==> src/rtl/bsg_wait_sequencer.sv <==
// Multi-stage bring-up sequencer: one activate pulse per stage, each gated by the previous stage's wait.
// Optional restart from DONE on start_i is enabled by defining BSG_WAIT_SEQUENCER_RESTART_EN.
module bsg_wait_sequencer #(
    parameter int stages_p = 4,
    parameter int width_p  = 8
) (
    input  logic                        clk,
    input  logic                        reset,
    input  logic                        start_i,
    input  logic [stages_p*width_p-1:0] stage_cycles_i,
    output logic [stages_p-1:0]         activate_o,
    output logic [stages_p-1:0]         ready_o,
    output logic                        busy_o,
    output logic                        done_o
);
    localparam int               IDX_W    = (stages_p > 1) ? $clog2(stages_p) : 1;
    localparam logic [IDX_W-1:0] LAST_IDX = IDX_W'(stages_p - 1);

    typedef enum logic [1:0] {
        S_IDLE,
        S_PULSE,
        S_WAIT,
        S_DONE
    } state_t;

    state_t                      r_state;
    state_t                      w_state_nxt;
    logic [IDX_W-1:0]            r_idx;
    logic [IDX_W-1:0]            w_idx_nxt;
    logic [width_p-1:0]          r_cnt;
    logic [width_p-1:0]          w_cnt_nxt;
    logic [stages_p-1:0]         r_ready;
    logic [stages_p-1:0]         w_ready_nxt;
    logic [stages_p*width_p-1:0] r_snap;
    logic                        w_snap_load;
    logic [width_p-1:0]          w_stage_cnt;
    logic [stages_p-1:0]         w_idx_onehot;

    assign w_stage_cnt  = r_snap[r_idx*width_p +: width_p];
    assign w_idx_onehot = stages_p'(1) << r_idx;

    // NOTE: every next-state signal gets a default first so no path through the case infers a latch.
    always_comb begin
        w_state_nxt = r_state;
        w_idx_nxt   = r_idx;
        w_cnt_nxt   = r_cnt;
        w_ready_nxt = r_ready;
        w_snap_load = 1'b0;
        case (r_state)
            S_IDLE: begin
                if (start_i) begin
                    w_snap_load = 1'b1;
                    w_idx_nxt   = '0;
                    w_state_nxt = S_PULSE;
                end
            end
            S_PULSE: begin
                w_cnt_nxt   = w_stage_cnt;
                w_state_nxt = S_WAIT;
            end
            S_WAIT: begin
                if (r_cnt != '0) begin
                    w_cnt_nxt = r_cnt - 1'b1;
                end else begin
                    w_ready_nxt = r_ready | w_idx_onehot;
                    if (r_idx == LAST_IDX) begin
                        w_state_nxt = S_DONE;
                    end else begin
                        w_idx_nxt   = r_idx + IDX_W'(1);
                        w_state_nxt = S_PULSE;
                    end
                end
            end
            S_DONE: begin
`ifdef BSG_WAIT_SEQUENCER_RESTART_EN
                if (start_i) begin
                    w_ready_nxt = '0;
                    w_snap_load = 1'b1;
                    w_idx_nxt   = '0;
                    w_state_nxt = S_PULSE;
                end
`else
                w_state_nxt = S_DONE;
`endif
            end
            default: w_state_nxt = S_IDLE;
        endcase
    end

    // NOTE: sequential state uses non-blocking assignments so every register samples pre-edge values.
    always_ff @(posedge clk) begin
        if (reset) begin
            r_state <= S_IDLE;
            r_idx   <= '0;
            r_cnt   <= '0;
            r_ready <= '0;
        end else begin
            r_state <= w_state_nxt;
            r_idx   <= w_idx_nxt;
            r_cnt   <= w_cnt_nxt;
            r_ready <= w_ready_nxt;
        end
    end

    // NOTE: the count snapshot is data-only storage, always written on start before it is read, so it has no reset.
    always_ff @(posedge clk) begin
        if (w_snap_load) begin
            r_snap <= stage_cycles_i;
        end
    end

    assign activate_o = (r_state == S_PULSE) ? w_idx_onehot : '0;
    assign ready_o    = r_ready;
    assign busy_o     = (r_state == S_PULSE) || (r_state == S_WAIT);
    assign done_o     = (r_state == S_DONE);

endmodule

==> config.mk <==
export PLATFORM = sky130hd
export DESIGN_NAME = bsg_wait_sequencer
export DESIGN_NICKNAME = d
export VERILOG_FILES = /design/src/rtl/bsg_wait_sequencer.sv
export SDC_FILE = /design/constraint.sdc
export NUM_CORES = 1
export LEC_CHECK = 0
export CAP_MARGIN = 25
export CORE_ASPECT_RATIO = 0.7
export CORE_UTILIZATION = 59
export DETAILED_ROUTE_END_ITERATION = 10
export DONT_BUFFER_PORTS = 1
export PLACE_DENSITY_LB_ADDON = 0.1
export SLEW_MARGIN = 40
export SYNTH_ARGS = -nofsm -noshare
export SYNTH_HDL_FRONTEND = slang
export SYNTH_SLANG_ARGS = --single-unit
==> constraint.sdc <==
create_clock -name clk -period 3 [get_ports clk]
set_input_delay 0.6 -clock clk [delete_from_list [all_inputs] [get_ports clk]]
set_output_delay 0.6 -clock clk [all_outputs]
set_load 0.01 [all_outputs]
# Word-level counts from Yosys, hierarchy flattened
# Cells that the tools add are included.
# classes
n_mul	0
mux	13
n_lt_le_gt_ge	0
bitwise	2
add_sub_neg	2
n_div	0
reduce_logical	9
shift	2
eq_ne	8
# ops
cell	n
32-bit by 6-bit variable part select with 8-bit output	1
8-bit case mux with 2 select lines	1
2-bit two-way mux	6
8-bit two-way mux	1
2-bit != test, second input constant	4
2-bit case mux with 4 select lines	1
8-bit nonzero test	1
8-bit by 1-bit subtractor with 8-bit output, second input constant	1
2-bit equality test, second input constant	3
2-bit AND reduction	3
4-bit two-way mux	1
4-bit OR	1
2-bit case mux with 2 select lines	1
4-bit AND reduction	1
2-bit nonzero test	2
1-bit by 2-bit left shift with 4-bit output, first input constant	1
2-bit by 1-bit adder with 2-bit output, second input constant	1
2-bit by 1-bit equality test with 1-bit output, second input constant	1
2-bit logical NOT	1
1-bit two-way mux	2
1-bit logical OR	1
1-bit NOT	1
# word_totals
mem_count	0
romBits	0
latchBits	0
out_inout_bits	10
mem_bits_rw	0
ff_bits	48
word_cells	41

# Longest topological paths before layout
# depth
depth_word	4
depth_mapped	7
ltp_nobuf	6

# Least setup slack after synthesis
# Ideal clock, no wire load.
# synth_path
kind	register -> register
from	register r_state[0]
to	register r_idx[0]
synth_period_minus_slack_ns	1.912
path_slack_ns	1.088
t_required_ns	2.935
path_stages_with_launch	7
arrival_ns	1.847
cell_sequence	dfxtp_1 > inv_1 > ha_1 > or4bb_1 > nor4b_4 > mux2_1 > nor2_1
# synth_via
elab_chain_len	3
word_cells_on_any_way	8
classes_between	eq/ne: 4; mux: 1; reduce/logical: 3
# synth_lines
element	line	source
from (decl)	26	state_t r_state;
from (signal assigned)	98	r_state <= w_state_nxt;
2-bit equality test / 2-bit logical NOT (equally long branches)	49	case (r_state)
2-bit != test (no source line) / 2-bit nonzero test (equally long branches)	--	
4-bit AND reduction (no source line)	--	
to (signal assigned)	99	r_idx <= w_idx_nxt;
to (decl)	28	logic [IDX_W-1:0] r_idx;
# Several ways; a longest one is shown, not always the timed one.
# A chain may end at the register's enable or synchronous reset.

# Final worst setup path
# Ends and elaborated chain as after synthesis.

==> impl_results.md <==
- Yosys cell types: 43
- FF+latch count, synth: 48
- R2R Setup Slk: 580 ps
- Hold path start: reset
- Run status: completed
- R2R depth: 6
- GRT Overall Usage: 21.9%
- H-Tree Level Count: 2
- Ys async rst share: 0%
- HPWL Detailed: 2700 um
- Max-cap violations: 0
- Fin Setup TNS: 0 ps
- Post-layout minimum cycle time: 2420 ps
- Fin area: 0.00231 mm2
- WHS Path Cells: 1
- Cell with the most instances after synthesis: edfxtp_1
- Routed vias/inst: 6.05
- Startpoint types: flip-flop
- # Post-CTS Setup Buffers: 0
- Starting Density: 61.9%
- Nets@finish: 207
- Initial antenna violation count: 0
- First-pass GRT wire length: 5950 um
- Initial drt markers: 121
- GPL Wtd Cong: 0.911
- Row Count: 18
- Crit-path max FO: 14
- Vias in the first global route: 1248
- Crit end category: flip-flop
- Post-synth top area cell: edfxtp_1
- Via Count: 1282
- Post-synth EDFFs: 32
- First-pass iteration count of the detailed router: 4
- Post-Layout Cell Count: 212
- Capturing point of the worst reg2reg path: r_idx[0]
- Worst Tran Pin Value: 615 ps
- IO Port Bufs: 0
- TritonCTS buffer count: 5
- Layout cells sized above 1: 14.2%
- Worst-path clk slew: 80 ps
- Ys flop type: edfxtp_1
- Post-route ant nets: 0
- GR Layer Usage met2: 33.8%
- Cell Area, Synth: 0.00218 mm2
- Synth warn: 0
- Worst r2r src: r_state[0]
- Final period utilization: 80.7%
- Slew margin rel.: 59.0%
- Lkg Pwr: 0.788 nW
- WS Path Type: flip-flop to flip-flop
- Post_cts resized: 0
- Sequential share of the synthesized area: 58.9%
- Met1 Use GR: 29.5%
- Full die area: 0.00394 mm2
- Final WL: 3820 um
- Top cells by count, synth: 32 x edfxtp_1, 16 x dfxtp_1, 16 x nor2_1
- # IOs: 45
- Clock Skew: 7.67 ps
- # setup viols final: 0
- Critical Path RT: 3230 ps
- Die width: 74.6 um
- Max Slew Vio Count: 0
- CTS tree: built
- Syn_area_per_cell: 13.8 um2
- Clk sinks: 48
- Skew-Pair Late Insertion Delay: 300 ps
- Hold endpoint: r_cnt[2]
- Largest net degree at the start of global routing: 33
- Max frequency: 0.413 GHz
- VDD IR max: 0.000515 V
- Wire per inst: 18.0 um
- RSZ-0062 raised after global routing: false
- Root Buffer: clkbuf_8
- Type of the worst min-delay path: input pin to flip-flop
- Synth top area share: 44.2%
- Final hold viol count: 0
- P&R area growth vs syn: 5.98%
- Cell count after synthesis: 158
- Core area: 0.00351 mm2
- Power per cell area: 906 mW/mm2
- Diodes inserted: 0
- Critical path arrival: 2650 ps
- Hold buffers post-CTS: 0
- Die height: 52.8 um
- Grt ovf: 0
- Cell Count Post-Placement: 204
- Syn nets: 204
- Clk buf depth: 2
- GR Util met3: 6.54%
- Post-route DRC violation count: 0
- Grt peak-use layer: met2
- Largest cells by area after synthesis: edfxtp_1 44%, dfxtp_1 15%, mux4_2 8.3%, ha_1 6.3%, nor2_1 2.8%
- Placement Cell Area: 0.00222 mm2
[area by class of cell]
type                    count  area (um2)
flip-flops and latches     48        1280
fillers                   263        1210
multi-input cells          95         828
clock buffers               6        72.6
well taps                  50        62.6
inverters                   9        33.8
repair buffers              2        15.0
clock inverters             2        12.5
[layout by cell type (no fill, tap or decap), types with 2 or more instances in the layout]
| cell type | netlist | routed |
|---|---|---|
| edfxtp_1 | 32 | 32 |
| nor2_1 | 16 | 16 |
| dfxtp_1 | 16 | 16 |
| ha_1 | 11 | 11 |
| inv_1 | 9 | 9 |
| mux4_2 | 8 | 8 |
| a21oi_1 | 8 | 8 |
| and2_1 | 5 | 5 |
| clkbuf_8 | 0 | 5 |
| a31oi_1 | 4 | 4 |
| nand3b_1 | 4 | 4 |
| nand2_1 | 4 | 4 |
| nor3_1 | 3 | 3 |
| nand2b_1 | 2 | 2 |
| a211oi_1 | 2 | 2 |
| or3_1 | 2 | 2 |
| a311oi_1 | 2 | 2 |
| buf_4 | 0 | 2 |
[cell families after synthesis]
kind of cell	after synthesis	share of synthesized area [%]
mux	10	9.32
compound gates	28	10.0
fa+ha+maj	11	6.33
flops	48	58.9
simple gates	46	12.4
buf+inv	15	3.05
[state kept, by name, indices dropped and copies added, names as in the netlist]
name and cells:
r_idx 2, r_cnt 8, ready_o 4, r_snap 32
r_state 2
[per-stage QoR]
step,total power [mW],utilization [%],hold slack (ps),setup slack [ps]
4_1_cts,2.09,65.6,362,609
3_5_place_dp,1.73,63.2,489,614
2_1_floorplan,1.59,-,447,1090
6_report,2.09,65.6,365,579
5_1_grt,2.20,65.6,356,473
3_3_place_gp,1.69,63.2,471,769
[worst max-delay path, cell delays in order, from the launching register on]
cell,delay [ps]
dfxtp_1,370
inv_1,100
ha_1,550
or4bb_1,580
nor4b_4,320
mux2_1,350
nor2_1,90
[how the worst max path moves through the flow]
stage,from,to
after floorplan,r_state[0],r_idx[0]
after global routing,r_state[0],r_idx[0]
after global placement,r_state[0],r_idx[0]
final,r_state[0],r_idx[0]
after CTS,r_state[0],r_idx[0]
after detailed placement,r_state[0],r_cnt[5]
[report_power, final]
part	switching [mW]	total, mW	internal (mW)
Sequential	0.0977	0.985	0.887
Combinational	0.443	0.738	0.296
Clock	0.203	0.366	0.163
[layer usage]
metal  part of all wire (%)  up-vias  wire length [um]
met5                      0        -                 0
met4                   0.71        0                27
met3                    6.9        4               262
met2                     45       55              1720
met1                     47      615              1800
li1                       -      608                 -
Power figures use the tool's default switching activity.
